## config.mk

```make
export PLATFORM = sky130hd
export DESIGN_NAME = oam_dma
export DESIGN_NICKNAME = d
export VERILOG_FILES = /design/src/rtl/oam_dma.sv
export SDC_FILE = /design/constraint.sdc
export NUM_CORES = 1
export LEC_CHECK = 0
export BUFFER_PORTS_ARGS = -buffer_cell sky130_fd_sc_hd__buf_2
export CAP_MARGIN = 5
export CELL_PAD_IN_SITES_DETAIL_PLACEMENT = 0
export CELL_PAD_IN_SITES_GLOBAL_PLACEMENT = 1
export CORE_MARGIN = 3
export CORE_UTILIZATION = 30
export DETAILED_ROUTE_END_ITERATION = 6
export PLACE_DENSITY = 0.81
export SYNTH_ARGS = -nofsm -noshare
export SYNTH_HDL_FRONTEND = slang
export SYNTH_SLANG_ARGS = --single-unit
```

## constraint.sdc

```tcl
create_clock -name clk -period 5.4 [get_ports clk]
set_input_delay 1.35 -clock clk [delete_from_list [all_inputs] [get_ports clk]]
set_output_delay 1.35 -clock clk [all_outputs]
set_load 0.005 [all_outputs]
```

## src/rtl/oam_dma.sv

```systemverilog
// Sprite-attribute DMA: copies XFER_LEN bytes from page {src_hi,00} into OAM,
// one byte per clock, while locking the core off the shared memory bus.
module oam_dma #(
  parameter logic [15:0] DMA_REG_ADDR = 16'hFF46,
  parameter logic [15:0] OAM_BASE     = 16'hFE00,
  parameter int          XFER_LEN     = 160
) (
  input  logic        clk,
  input  logic        rst_n,
  input  logic [15:0] cpu_r_addr,
  input  logic [15:0] cpu_w_addr,
  input  logic [7:0]  cpu_w_data,
  input  logic        cpu_w_wen,
  output logic [7:0]  cpu_r_data,
  output logic [15:0] mem_r_addr,
  output logic [15:0] mem_w_addr,
  output logic [7:0]  mem_w_data,
  output logic        mem_w_wen,
  input  logic [7:0]  mem_r_data,
  output logic        dma_active
);

  typedef enum logic [1:0] {IDLE, XFER, DRAIN} state_t;

  localparam logic [7:0]  LAST_IDX  = 8'(XFER_LEN - 1);
  localparam logic [15:0] LAST_ADDR = OAM_BASE + 16'(XFER_LEN - 1);

  state_t     state_q;
  logic [7:0] i_q;
  logic [7:0] src_hi_q;
  logic       dma_active_q;
  logic       rd_reg_q;
  logic       rd_blk_q;

  logic       start;
  logic [7:0] page;

  assign start = cpu_w_wen && (cpu_w_addr == DMA_REG_ADDR);
  // Pages E0..FF are echoes of C0..DF.
  assign page  = (src_hi_q > 8'hDF) ? (src_hi_q - 8'h20) : src_hi_q;

  always_ff @(posedge clk or negedge rst_n) begin
    if (!rst_n) begin
      state_q      <= IDLE;
      i_q          <= 8'h00;
      src_hi_q     <= 8'hFF;
      dma_active_q <= 1'b0;
      rd_reg_q     <= 1'b0;
      rd_blk_q     <= 1'b1;
    end else begin
      rd_reg_q <= (cpu_r_addr == DMA_REG_ADDR);
      rd_blk_q <= dma_active_q;
      if (start) begin
        // A restart drops the byte read this cycle; any write already on the bus completes.
        src_hi_q     <= cpu_w_data;
        state_q      <= XFER;
        i_q          <= 8'h00;
        dma_active_q <= 1'b1;
      end else begin
        case (state_q)
          XFER: begin
            i_q <= i_q + 8'h01;
            if (i_q == LAST_IDX) state_q <= DRAIN;
          end
          DRAIN: begin
            state_q      <= IDLE;
            i_q          <= 8'h00;
            dma_active_q <= 1'b0;
          end
          default: ;
        endcase
      end
    end
  end

  always_comb begin
    mem_r_addr = cpu_r_addr;
    mem_w_addr = cpu_w_addr;
    mem_w_data = cpu_w_data;
    mem_w_wen  = rst_n && cpu_w_wen && !start;
    case (state_q)
      XFER: begin
        mem_r_addr = {page, i_q};
        mem_w_addr = OAM_BASE + {8'h00, i_q} - 16'd1;
        mem_w_data = mem_r_data;
        mem_w_wen  = (i_q != 8'h00);
      end
      DRAIN: begin
        mem_r_addr = {page, i_q};
        mem_w_addr = LAST_ADDR;
        mem_w_data = mem_r_data;
        mem_w_wen  = 1'b1;
      end
      default: ;
    endcase
  end

  always_comb begin
    if (rd_reg_q)      cpu_r_data = src_hi_q;
    else if (rd_blk_q) cpu_r_data = 8'hFF;
    else               cpu_r_data = mem_r_data;
  end

  assign dma_active = dma_active_q;

endmodule

```

==> run summary <==
Core Region - 5640 um^2
GRT overflow - 0
Min cycle time layout - 3870 ps
VDD IR-drop max - 0.0000651 V
Clock skew - 7.78 ps
Clock-pin slew on the worst setup and hold paths - 80 ps
Status - finished clean
DR vias/cell - 4.91
FF-to-FF End - state_q[1]
Buf+Inv Stages, Crit Path - 3
Fill cells - 604
Synth Area in XOR/XNOR - 5.88%
Pleak - 1.16 nW
Input/output buffers - 100
Hold crit path type - flip-flop to flip-flop
Clock buffer depth - 2
Share of cells above drive strength 1 - 45.2%
Final std cells w/o fill - 377
Switching pwr - 85.0 uW
Final-report hold violation count - 0
# rows - 27
Antenna Cells - 0
Number of synthesized flops with an enable pin - 0
Post-synth top flop - dfrtp_1
Initial DRC count - 58
Switching fraction of total power - 25.6%
Post-Place Cells - 373
Complex-gate fraction of the synthesized area - 10.7%
Top-area cell type share of the netlist area - 16.8%
Hold EP - rd_blk_q
Critical path cell sequence - buf_2 > and4bb_1 > nand3_1 > nor3_2 > buf_4 > o22ai_1 > buf_2
Post-synthesis sequential element count - 21
Die Wd - 83.2 um
Arr. time, crit path - 2520 ps
CTS-repair resized insts - 0
Min-Delay Path Depth - 0
Netlist Area Pre-Place - 1790 um^2
Final nets - 362
Pwr/cell area - 141 nW/um^2
Max Cap Viol - 0
Initial core utilization - 31.7%
Final Max Slew Viols - 0
Worst path slowest cell - buf_4
Mapped Cells - 217
Post-route DRC - 0
Internal power - 247 uW
Placed Area - 2310 um^2
Via Count - 1,851
Hold Crit Start - dma_active
Crit Path Max Fanout - 20
Die Footprint - 6920 um^2
WL final - 5210 um
H-tree Lvls - 1
Tot GR Track Use - 15.2%
Power share of the combinational group - 20.6%
Ports - 101
Critical path type - input pin to output port
First-pass GRT wire length - 8740 um
Worst-Margin Slew - 948 ps
Reg power frac - 47.6%
Post-synth cell types - 35
# hold bufs at CTS - 0
Post-layout instance area - 2360 um^2
Post-route setup slack - 1530 ps
Post-DRT Antenna Nets - 0
Die height - 83.2 um
Worst path top cell family by delay - buffers and inverters
Pre-antenna DRT Iters - 4
Synthesis-to-finish area growth - 31.9%
Setup Fix Bufs, Post-CTS - 0
Sequential-to-total area share from yosys stat - 30.0%
Drt wl/cell - 13.8 um
TritonCTS Buffers - 3
Post-synth ARST share - 100%
Reg-to-Reg Start - state_q[1]
Clock Power Share - 31.9%
Skew-Pair Late Insertion Delay - 270 ps
DP Wirelength - 4120 um
Synth area leader - dfrtp_1
CTS sink cnt - 21
Main combinational cell family by area after synthesis - simple AND/OR/NAND/NOR gates
Crit start category - input pin
Reg-to-reg slack, setup - 3570 ps
CP Capture Type - output port
Crit-path max cell delay - 290 ps
Setup WS pre-CTS - 1520 ps
Setup TNS - 0 ps
Fmax - 259 MHz
Max-slew headroom - 36.8%
Synthesized-area fraction occupied by adder cells - 3.50%
RSZ-0062 raised after global routing - false
Post-synthesis simple-gate area fraction - 26.5%
Setup violators final - 0
RePlAce Congestion - 0.824
TritonCTS clock tree - built
Vias in the first global route - 1,735
YS warnings - 0
Synth top area cells - dfrtp_1, dfstp_2, mux2_2
Synthesized net count - 273
Final worst-path cycle share - 71.6%
Antenna violations before repair - 0
Worst R2R Path Depth - 5
CP dominant cell by count - buf_2
Clk root buf - clkbuf_8
Post-synthesis mux area share - 16.9%
Pin count of the biggest net entering global routing - 56
Req. time, crit path - 4050 ps
Syn Area/Cell - 8.23 um^2
-- how the worst max path moves through the flow --
stage	endpoint	slack, ps	from	depth (start not counted)
finish	mem_w_wen	1530	cpu_w_addr[5]	7
global route	mem_w_wen	1420	cpu_w_addr[5]	7
CTS	mem_w_wen	1510	cpu_w_addr[5]	7
detailed placement	mem_w_wen	1520	cpu_w_addr[5]	7
global placement	mem_w_wen	1540	cpu_w_addr[5]	7
floorplan	mem_w_wen	1920	cpu_w_addr[0]	5
-- layer usage --
metal | part of all wire [%] | vias to the layer above | global-route usage (%)
li1 | - | 925 | -
met1 | 47 | 862 | 20.3
met3 | 6.0 | 5 | 2.68
met5 | 0 | - | 0
met4 | 1.3 | 0 | 4.46
met2 | 46 | 59 | 25.1
-- cell usage in the layout (no fill, tap or decap), drive strengths merged, types with 2 or more instances in the layout --
cell    count
buf       101
nand2      30
mux2       26
o21ai      20
nor3       15
dfrtp      12
nor2       11
inv        10
a21oi      10
dfstp       9
nand2b      8
nand3       8
xor2        7
xnor2       5
nand4       5
ha          5
nor2b       3
clkbuf      3
nor3b       2
and3        2
and4bb      2
-- synth_stat cells, types with 7 or more instances --
library cell,n
nor2_1,11
mux2_2,18
nand3_1,8
clkbuf_1,9
nand2b_1,8
mux2_1,8
dfrtp_1,12
nor3_1,14
o21ai_0,20
a21oi_1,10
buf_2,7
dfstp_2,9
xor2_1,7
inv_1,10
nand2_1,30
-- sequential cells by signal, summed over array words and instances (netlist names) --
signal      flops
rd_blk_q        1
src_hi_q        8
i_q             8
state_q         2
dma_active      1
rd_reg_q        1
-- kinds of logic after synthesis --
group                    count (synthesis)
multiplexers                            27
buffers and inverters                   27
XOR/XNOR                                12
flip-flops                              21
AND/OR/NAND/NOR                         90
AO/OA/AOI/OAI                           35
adder cells (fa/ha/maj)                  5
-- layout make-up --
cell class | count | area, um^2 | share of cell area (%)
inverter | 10 | 37.5 | 1.59
sequential | 21 | 537 | 22.8
timing repair buffer | 101 | 508 | 21.5
tap | 72 | 90.1 | 3.82
clock buffer | 3 | 41.3 | 1.75
multi-input combinational | 169 | 1140 | 48.3
clock inverter | 1 | 5.00 | 0.212
-- stage by stage --
| step | utilization (%) | power [mW] | hold slack (ps) |
|---|---|---|---|
| 5_1_grt | 41.8 | 0.350 | 432 |
| 3_5_place_dp | 41.0 | 0.230 | 405 |
| 6_report | 41.8 | 0.332 | 401 |
| 3_3_place_gp | 41.0 | 0.229 | 403 |
| 2_1_floorplan | - | 0.184 | 396 |
| 4_1_cts | 41.8 | 0.336 | 408 |
-- power groups by stage --
stage / Sequential, mW / Clock (mW) / Combinational, mW
finish: 0.158 / 0.106 / 0.0683
global route: 0.158 / 0.115 / 0.0769
CTS: 0.158 / 0.109 / 0.0695
detailed placement: 0.161 / 0 / 0.0692
global placement: 0.161 / 0 / 0.0686
floorplan: 0.161 / 0 / 0.0237
Note: power is estimated with default switching activity, not from simulation.
